==> src/rtl/bcd_year_to_bin.sv <==
// ----------------------------------------------------------------------------
// bcd_year_to_bin
//
// Converts a four-digit BCD year (thousands..ones) into a 12-bit binary year.
// One digit is folded into a 14-bit accumulator per clock (acc*10 + digit,
// built from shifts and adds). A final check cycle either publishes the
// result or flags it as rejected.
//
// Ports:
//   clk     in   1   system clock, rising edge
//   rst     in   1   asynchronous, active-high reset
//   start   in   1   request a conversion (honoured only when idle)
//   d_thou  in   4   BCD thousands digit, sampled with start
//   d_hund  in   4   BCD hundreds digit, sampled with start
//   d_tens  in   4   BCD tens digit, sampled with start
//   d_ones  in   4   BCD ones digit, sampled with start
//   busy    out  1   conversion in progress
//   done    out  1   one-cycle pulse, year/err freshly updated
//   year    out  12  binary year, held until the next done
//   err     out  1   result rejected, held until the next done
//
// Configuration macro:
//   RANGE_CHECK_EN  when defined, years outside 2025..3025 are also rejected.
// ----------------------------------------------------------------------------
module bcd_year_to_bin (
    input  logic        clk,
    input  logic        rst,
    input  logic        start,
    input  logic [3:0]  d_thou,
    input  logic [3:0]  d_hund,
    input  logic [3:0]  d_tens,
    input  logic [3:0]  d_ones,
    output logic        busy,
    output logic        done,
    output logic [11:0] year,
    output logic        err
);

    typedef enum logic [1:0] {
        IDLE  = 2'd0,
        CONV  = 2'd1,
        CHECK = 2'd2
    } state_t;

    state_t       state_q, state_d;
    logic [15:0]  digs_q, digs_d;
    logic [13:0]  acc_q, acc_d;
    logic [1:0]   step_q, step_d;
    logic         derr_q, derr_d;
    logic         busy_d, done_d, err_d;
    logic [11:0]  year_d;
    logic [3:0]   cur_digit;

    // acc*10 + digit without a multiplier: (acc<<3) + (acc<<1) + digit.
    // Only digit values above 9 can push this past 14 bits, and those
    // conversions are rejected through the digit-error flag anyway.
    function automatic logic [13:0] mac10(input logic [13:0] acc,
                                          input logic [3:0]  digit);
        return (acc << 3) + (acc << 1) + {10'd0, digit};
    endfunction

    function automatic logic reject(input logic [13:0] acc,
                                    input logic        digit_err);
        logic r;
        r = digit_err || (acc > 14'd4095);
`ifdef RANGE_CHECK_EN
        r = r || (acc < 14'd2025) || (acc > 14'd3025);
`endif
        return r;
    endfunction

    always_comb begin
        state_d   = state_q;
        digs_d    = digs_q;
        acc_d     = acc_q;
        step_d    = step_q;
        derr_d    = derr_q;
        busy_d    = busy;
        done_d    = 1'b0;
        year_d    = year;
        err_d     = err;
        cur_digit = 4'd0;

        // Digits are consumed most-significant first
        case (step_q)
            2'd0:    cur_digit = digs_q[15:12];
            2'd1:    cur_digit = digs_q[11:8];
            2'd2:    cur_digit = digs_q[7:4];
            default: cur_digit = digs_q[3:0];
        endcase

        case (state_q)
            IDLE: begin
                if (start) begin
                    digs_d  = {d_thou, d_hund, d_tens, d_ones};
                    acc_d   = 14'd0;
                    derr_d  = 1'b0;
                    step_d  = 2'd0;
                    busy_d  = 1'b1;
                    state_d = CONV;
                end
            end
            CONV: begin
                acc_d  = mac10(acc_q, cur_digit);
                if (cur_digit > 4'd9) begin
                    derr_d = 1'b1;
                end
                step_d = step_q + 2'd1;
                if (step_q == 2'd3) begin
                    state_d = CHECK;
                end
            end
            CHECK: begin
                if (reject(acc_q, derr_q)) begin
                    year_d = 12'd0;
                    err_d  = 1'b1;
                end else begin
                    year_d = acc_q[11:0];
                    err_d  = 1'b0;
                end
                done_d  = 1'b1;
                busy_d  = 1'b0;
                state_d = IDLE;
            end
            default: begin
                busy_d  = 1'b0;
                state_d = IDLE;
            end
        endcase
    end

    always_ff @(posedge clk or posedge rst) begin
        if (rst) begin
            state_q <= IDLE;
            digs_q  <= 16'd0;
            acc_q   <= 14'd0;
            step_q  <= 2'd0;
            derr_q  <= 1'b0;
            busy    <= 1'b0;
            done    <= 1'b0;
            year    <= 12'd0;
            err     <= 1'b0;
        end else begin
            state_q <= state_d;
            digs_q  <= digs_d;
            acc_q   <= acc_d;
            step_q  <= step_d;
            derr_q  <= derr_d;
            busy    <= busy_d;
            done    <= done_d;
            year    <= year_d;
            err     <= err_d;
        end
    end

endmodule

==> config.mk <==
export PLATFORM = sky130hd
export DESIGN_NAME = bcd_year_to_bin
export DESIGN_NICKNAME = d
export VERILOG_FILES = /design/src/rtl/bcd_year_to_bin.sv
export SDC_FILE = /design/constraint.sdc
export NUM_CORES = 1
export LEC_CHECK = 0
export ABC_AREA = 0
export BUFFER_PORTS_ARGS = -buffer_cell sky130_fd_sc_hd__buf_2
export CORE_MARGIN = 3
export CORE_UTILIZATION = 45
export CTS_CLUSTER_DIAMETER = 100
export DETAILED_ROUTE_END_ITERATION = 10
export PLACE_DENSITY = 0.63
export SETUP_SLACK_MARGIN = 0.02
export SKIP_LAST_GASP = 1
export SYNTH_ARGS = -nofsm -noshare
export SYNTH_HDL_FRONTEND = slang
export SYNTH_SLANG_ARGS = --single-unit
export TNS_END_PERCENT = 100
==> constraint.sdc <==
create_clock -name clk -period 4.1 [get_ports clk]
set_clock_uncertainty 0.05 [all_clocks]
set_input_delay 0.82 -clock clk [delete_from_list [all_inputs] [get_ports clk]]
set_output_delay 0.82 -clock clk [all_outputs]
set_load 0.03 [all_outputs]
Word level (Yosys, flattened, before mapping)
Cells that the tools add are included.
{"block": "totals", "memories": 0, "output_inout_bits": 15, "word_cells": 48, "reg_bits": 50, "latchBits": 0, "romBits": 0, "ramBits": 0}
{"block": "classes", "div_mod_pow": 0, "addsub": 3, "muxes": 16, "reduce_logical": 9, "magnitude_cmp": 2, "mul": 0, "n_shift": 0, "eq_ne": 8, "bitwise": 1}
{"cell": "14-bit case mux with 2 select lines", "count": 1}
{"cell": "14-bit adder", "count": 1}
{"cell": "14-bit by 4-bit adder with 14-bit output", "count": 1}
{"cell": "14-bit by 12-bit > comparator with 1-bit output (second input constant)", "count": 1}
{"cell": "14-bit 2-to-1 mux", "count": 1}
{"cell": "12-bit 2-to-1 mux", "count": 1}
{"cell": "4-bit case mux with 3 select lines", "count": 1}
{"cell": "2-bit case mux with 2 select lines", "count": 2}
{"cell": "2-bit AND reduction", "count": 4}
{"cell": "2-bit == test (second input constant)", "count": 3}
{"cell": "2-bit 2-to-1 mux", "count": 3}
{"cell": "2-bit inequality test (second input constant)", "count": 3}
{"cell": "1-bit 2-to-1 mux", "count": 5}
{"cell": "2-bit by 1-bit == test with 1-bit output (second input constant)", "count": 2}
{"cell": "4-bit > comparator (second input constant)", "count": 1}
{"cell": "2-bit zero test", "count": 2}
{"cell": "1-bit case mux with 2 select lines", "count": 2}
{"cell": "3-bit AND reduction", "count": 1}
{"cell": "2-bit by 1-bit adder with 2-bit output (second input constant)", "count": 1}
{"cell": "2-bit nonzero test", "count": 1}
{"cell": "1-bit logical OR", "count": 1}
{"cell": "1-bit inverter", "count": 1}

Depth between registers and ports, before layout
{"block": "depth", "depth_word": 5, "ltp_mapped": 14, "mapped_depth_nobuf": 14}

Worst setup path after synthesis
Ideal clock, no wire load.
{"block": "synth_timing", "path_type": "reg-to-reg", "start": "register step_q[0]", "end": "register acc_q[12]", "stages_incl_launch_ff": 13, "synth_period_minus_slack_ns": 3.218, "t_arrival_ns": 3.042, "t_required_ns": 3.924, "setup_slack_ns": 0.882, "path_buffers": 0, "cell_sequence": "dfrtp_1 -> inv_1 -> ha_1 -> a222oi_1 -> a21oi_1 -> ha_1 -> ha_1 -> fa_1 -> a211oi_2 -> o21ai_2 -> a2111oi_4 -> o31ai_1 -> a221o_1"}
{"block": "synth_between", "elab_chain_len": 4, "elab_cells_between_ends": 6, "cone_classes": "add/sub: 1; eq/ne: 2; mux: 2; reduce/logical: 1"}
{"element": "start: declaration", "line": "48", "text": "logic [1:0] step_q, step_d;"}
{"element": "start signal: assignment", "line": "147", "text": "step_q <= step_d;"}
{"element": "2-bit == test, or another cell as far along", "line": "85", "text": "case (step_q)"}
{"element": "4-bit case mux with 3 select lines *", "line": "85"}
{"element": "14-bit by 4-bit adder with 14-bit output *", "line": "59", "text": "return (acc << 3) + (acc << 1) + {10'd0, digit};"}
{"element": "14-bit case mux with 2 select lines *", "line": "92", "text": "case (state_q)"}
{"element": "end signal: assignment", "line": "136", "text": "acc_q <= 14'd0;"}
{"element": "end signal: assignment", "line": "146", "text": "acc_q <= acc_d;"}
{"element": "end: declaration", "line": "47", "text": "logic [13:0] acc_q, acc_d;"}
Every way passes the cells marked *; elsewhere a longest branch is shown, timed or not.
A chain may end at the register's enable or synchronous reset.

Worst setup path in the final report
Ends and elaborated chain as after synthesis.

==> metrics.txt <==
post-DR wirelength/cell 14.9 um; post-synth design cell area roughly 2600 um^2; Clock Pin Slew Worst Setup and Hold Paths roughly 0.09 ns; drt first pass iters 4; Synth area leader dfrtp_1; mean number of vias per cell approximately 5.3; fmax between 200 and 300 MHz; wire length after detailed routing roughly 5400 um; cell chosen for the clock root clkbuf_8; Seq/Total Area, Yosys between 40% and 50%; Syn Inst Count approximately 260; # hold bufs at CTS 0; net count of the finished layout roughly 340; Crit Reg-Reg Startpoint step_q[0]; Area Growth Syn to Fin 12.0%; die span in x ~83 um; floorplan row count 27; number of distinct library cells after synthesis 38; number of hold violations in the final report 0; deepest level of the CTS H-tree 2; slew margin rel. ~17%; least setup slack across all paths after layout between 0.5 and 0.6 ns; run status finished, final reports clean; endpoint of the worst-slack reg-to-reg timing path acc_q[12]; starting density of the core a little under half; number of max-slew violations in the final report 0; worst min-delay path startpoint digs_q[2]; Resized Gates After CTS 0; fraction of synthesized cell area taken by the top area cell type 47.4%; Total Power between 2000 and 3000 uW; top-level port count 34; setup repair after global routing missed its margin no; worst setup timing slack at the placement stage 0.628 ns; clock network latency to the later pin of the worst-skew pair 0.30 ns; Sum Neg Setup Slack 0 ns; via count of the first global-routing pass 1801; CTS sink count 50; number of fillers in the final layout between 500 and 600; CTS tree built; Die Y 82.6 um; number of buffers added by the clock tree synthesis step 5; GRT Util Overall approximately 17%; post-detail-place hpwl 3930 um; post-detailed-route count of antenna-violating nets 0; die area roughly 6800 um^2; pin count of the biggest net entering global routing about 50; setup bufs post-CTS 0; PD cells 851 nW/um^2; crit end category flop; wire length of the first global-routing pass between 8000 and 9000 um; placeable core area ~5600 um^2; Worst EP arrival between 3 and 4 ns; Hold EP digs_q[2]; number of max-cap violations 0; cell depth of the worst flop-to-flop path 12; total number of vias ~2000; antenna fix cells 0; count of unresolved DRC violations after routing 0; commonest cells after routing, fill and taps aside nand2_1, dfrtp_1, buf_2, ha_1, a22o_1; most common library cell in the layout ignoring fill and taps nand2_1; required time at the endpoint of the critical path 4.24 ns; final worst-path cycle share a little under nine tenths; worst-case register-to-register setup slack about 0.6 ns; final hold slack about 0.44 ns; average size of a mapped cell just over 10 um^2; FF+latch count, synth 50; largest cells by area after synthesis dfrtp_1, ha_1, nand2_1, a22o_1, o21ai_0; Final min period approximately 3.5 ns; DRT iter0 DRCs ~110; Syn Nets 305; number of antenna violations at the first check in global routing 0; total grt overflow 0; worst hold path depth 2; number of buffers between clock root and the deepest sink 2; Yosys warnings 0; Tightest Pin Transition roughly 1.2 ns; total of endpoints with negative setup slack in the final report 0; critical path start-end classification flop to flop; highest ir drop seen on vdd 0.332 mV; Port Buffer Count 33; Routability Congestion 0.811; Startpoint Class flop; maximum net fanout on the critical path 5; worst hold path type flop to flop; fraction of layout cells with a size suffix above 1 approximately 17%; Leak Pwr 0.00154 uW
[critical path: stages (launching register included)]
cell and delay (ns):
dfrtp_1 0.42, inv_1 0.08, ha_1 0.24, a222oi_1 0.39
a21oi_1 0.15, ha_1 0.29, ha_1 0.23, fa_1 0.44
a211oi_2 0.26, o21ai_2 0.13, a2111oi_4 0.33, o31ai_1 0.12
a221o_1 0.27
[area by class of cell]
cell class | count | area [um^2] | share of cell area (%)
Multi-Input combinational cell | 188 | 1320 | 44.6
Sequential cell | 50 | 1250 | 42.3
Timing Repair Buffer | 34 | 173 | 5.84
Tap cell | 72 | 90.1 | 3.05
Clock buffer | 6 | 72.6 | 2.45
Inverter | 12 | 45.0 | 1.52
Clock inverter | 1 | 7.51 | 0.254
[through the flow]
stage / area (um^2) / utilization, % / cells
3_3_place_gp: 2880 / 51.6 / 356
5_1_grt: 2960 / 53.0 / 363
4_1_cts: 2960 / 53.0 / 363
6_report: 2960 / 53.0 / 363
3_5_place_dp: 2880 / 51.6 / 356
2_1_floorplan: 2640 / - / 258
[worst max-delay path by stage]
stage	slack (ns)	cells past startpoint	startpoint	end
CTS	0.60	12	step_q[0]	acc_q[12]
finish	0.60	12	step_q[0]	acc_q[12]
floorplan	0.88	12	step_q[0]	acc_q[12]
detailed placement	0.63	12	step_q[0]	acc_q[12]
global placement	0.72	12	step_q[0]	acc_q[12]
global route	0.39	12	step_q[0]	acc_q[12]
[metal layers]
metal | track usage (%) | share of wire (%)
met1 | 24.5 | 50
met2 | 25.6 | 45
met3 | 3.90 | 4.2
met4 | 4.41 | 1.0
met5 | 0 | 0
[Yosys cell counts]
| master | number |
|---|---|
| nand2_1 | 63 |
| dfrtp_1 | 50 |
| ha_1 | 26 |
| a22o_1 | 17 |
| inv_1 | 12 |
| o21ai_0 | 12 |
| nor2_1 | 11 |
| a21oi_1 | 7 |
| clkbuf_1 | 7 |
| xor2_1 | 5 |
| a222oi_1 | 4 |
| xnor2_1 | 4 |
| a211oi_2 | 3 |
| nor2b_1 | 3 |
| o21ai_1 | 3 |
| o31ai_1 | 3 |
| a21o_1 | 2 |
| and2_1 | 2 |
| and3_1 | 2 |
| fa_1 | 2 |
| nand2b_1 | 2 |
| o21a_1 | 2 |
| a2111oi_4 | 1 |
| a211oi_1 | 1 |
| a21boi_0 | 1 |
| a21oi_2 | 1 |
| a221o_1 | 1 |
| a22oi_1 | 1 |
| a311o_1 | 1 |
| buf_2 | 1 |
| mux2i_1 | 1 |
| nand3b_1 | 1 |
| nor4_1 | 1 |
| o2111ai_1 | 1 |
| o21ai_2 | 1 |
| o21bai_1 | 1 |
| o311a_1 | 1 |
| or2_2 | 1 |
[flip-flops by register name (all words and copies together) (netlist names)]
signal	cells
year	12
done	1
busy	1
step_q	2
state_q	2
acc_q	14
derr_q	1
digs_q	16
err	1
[cell families (layout without fill, tap and decap cells)]
logic type                 Yosys count  count (layout)  share of synthesized area [%]
and+or+nand+nor                     86              86                           13.4
AOI/OAI and AO/OA                   64              64                           19.1
DFF                                 50              50                           47.4
adders and majority gates           28              28                           13.8
buffers and inverters               20              53                           2.89
xor gates and xnor gates             9               9                           2.99
muxes                                1               1                          0.379
[where the power goes]
group	internal, uW	switching [uW]	total (uW)
Clock	117	160	278
Combinational	589	787	1380
Sequential	696	165	861
Total	1400	1110	2510
Power figures use the tool's default switching activity.
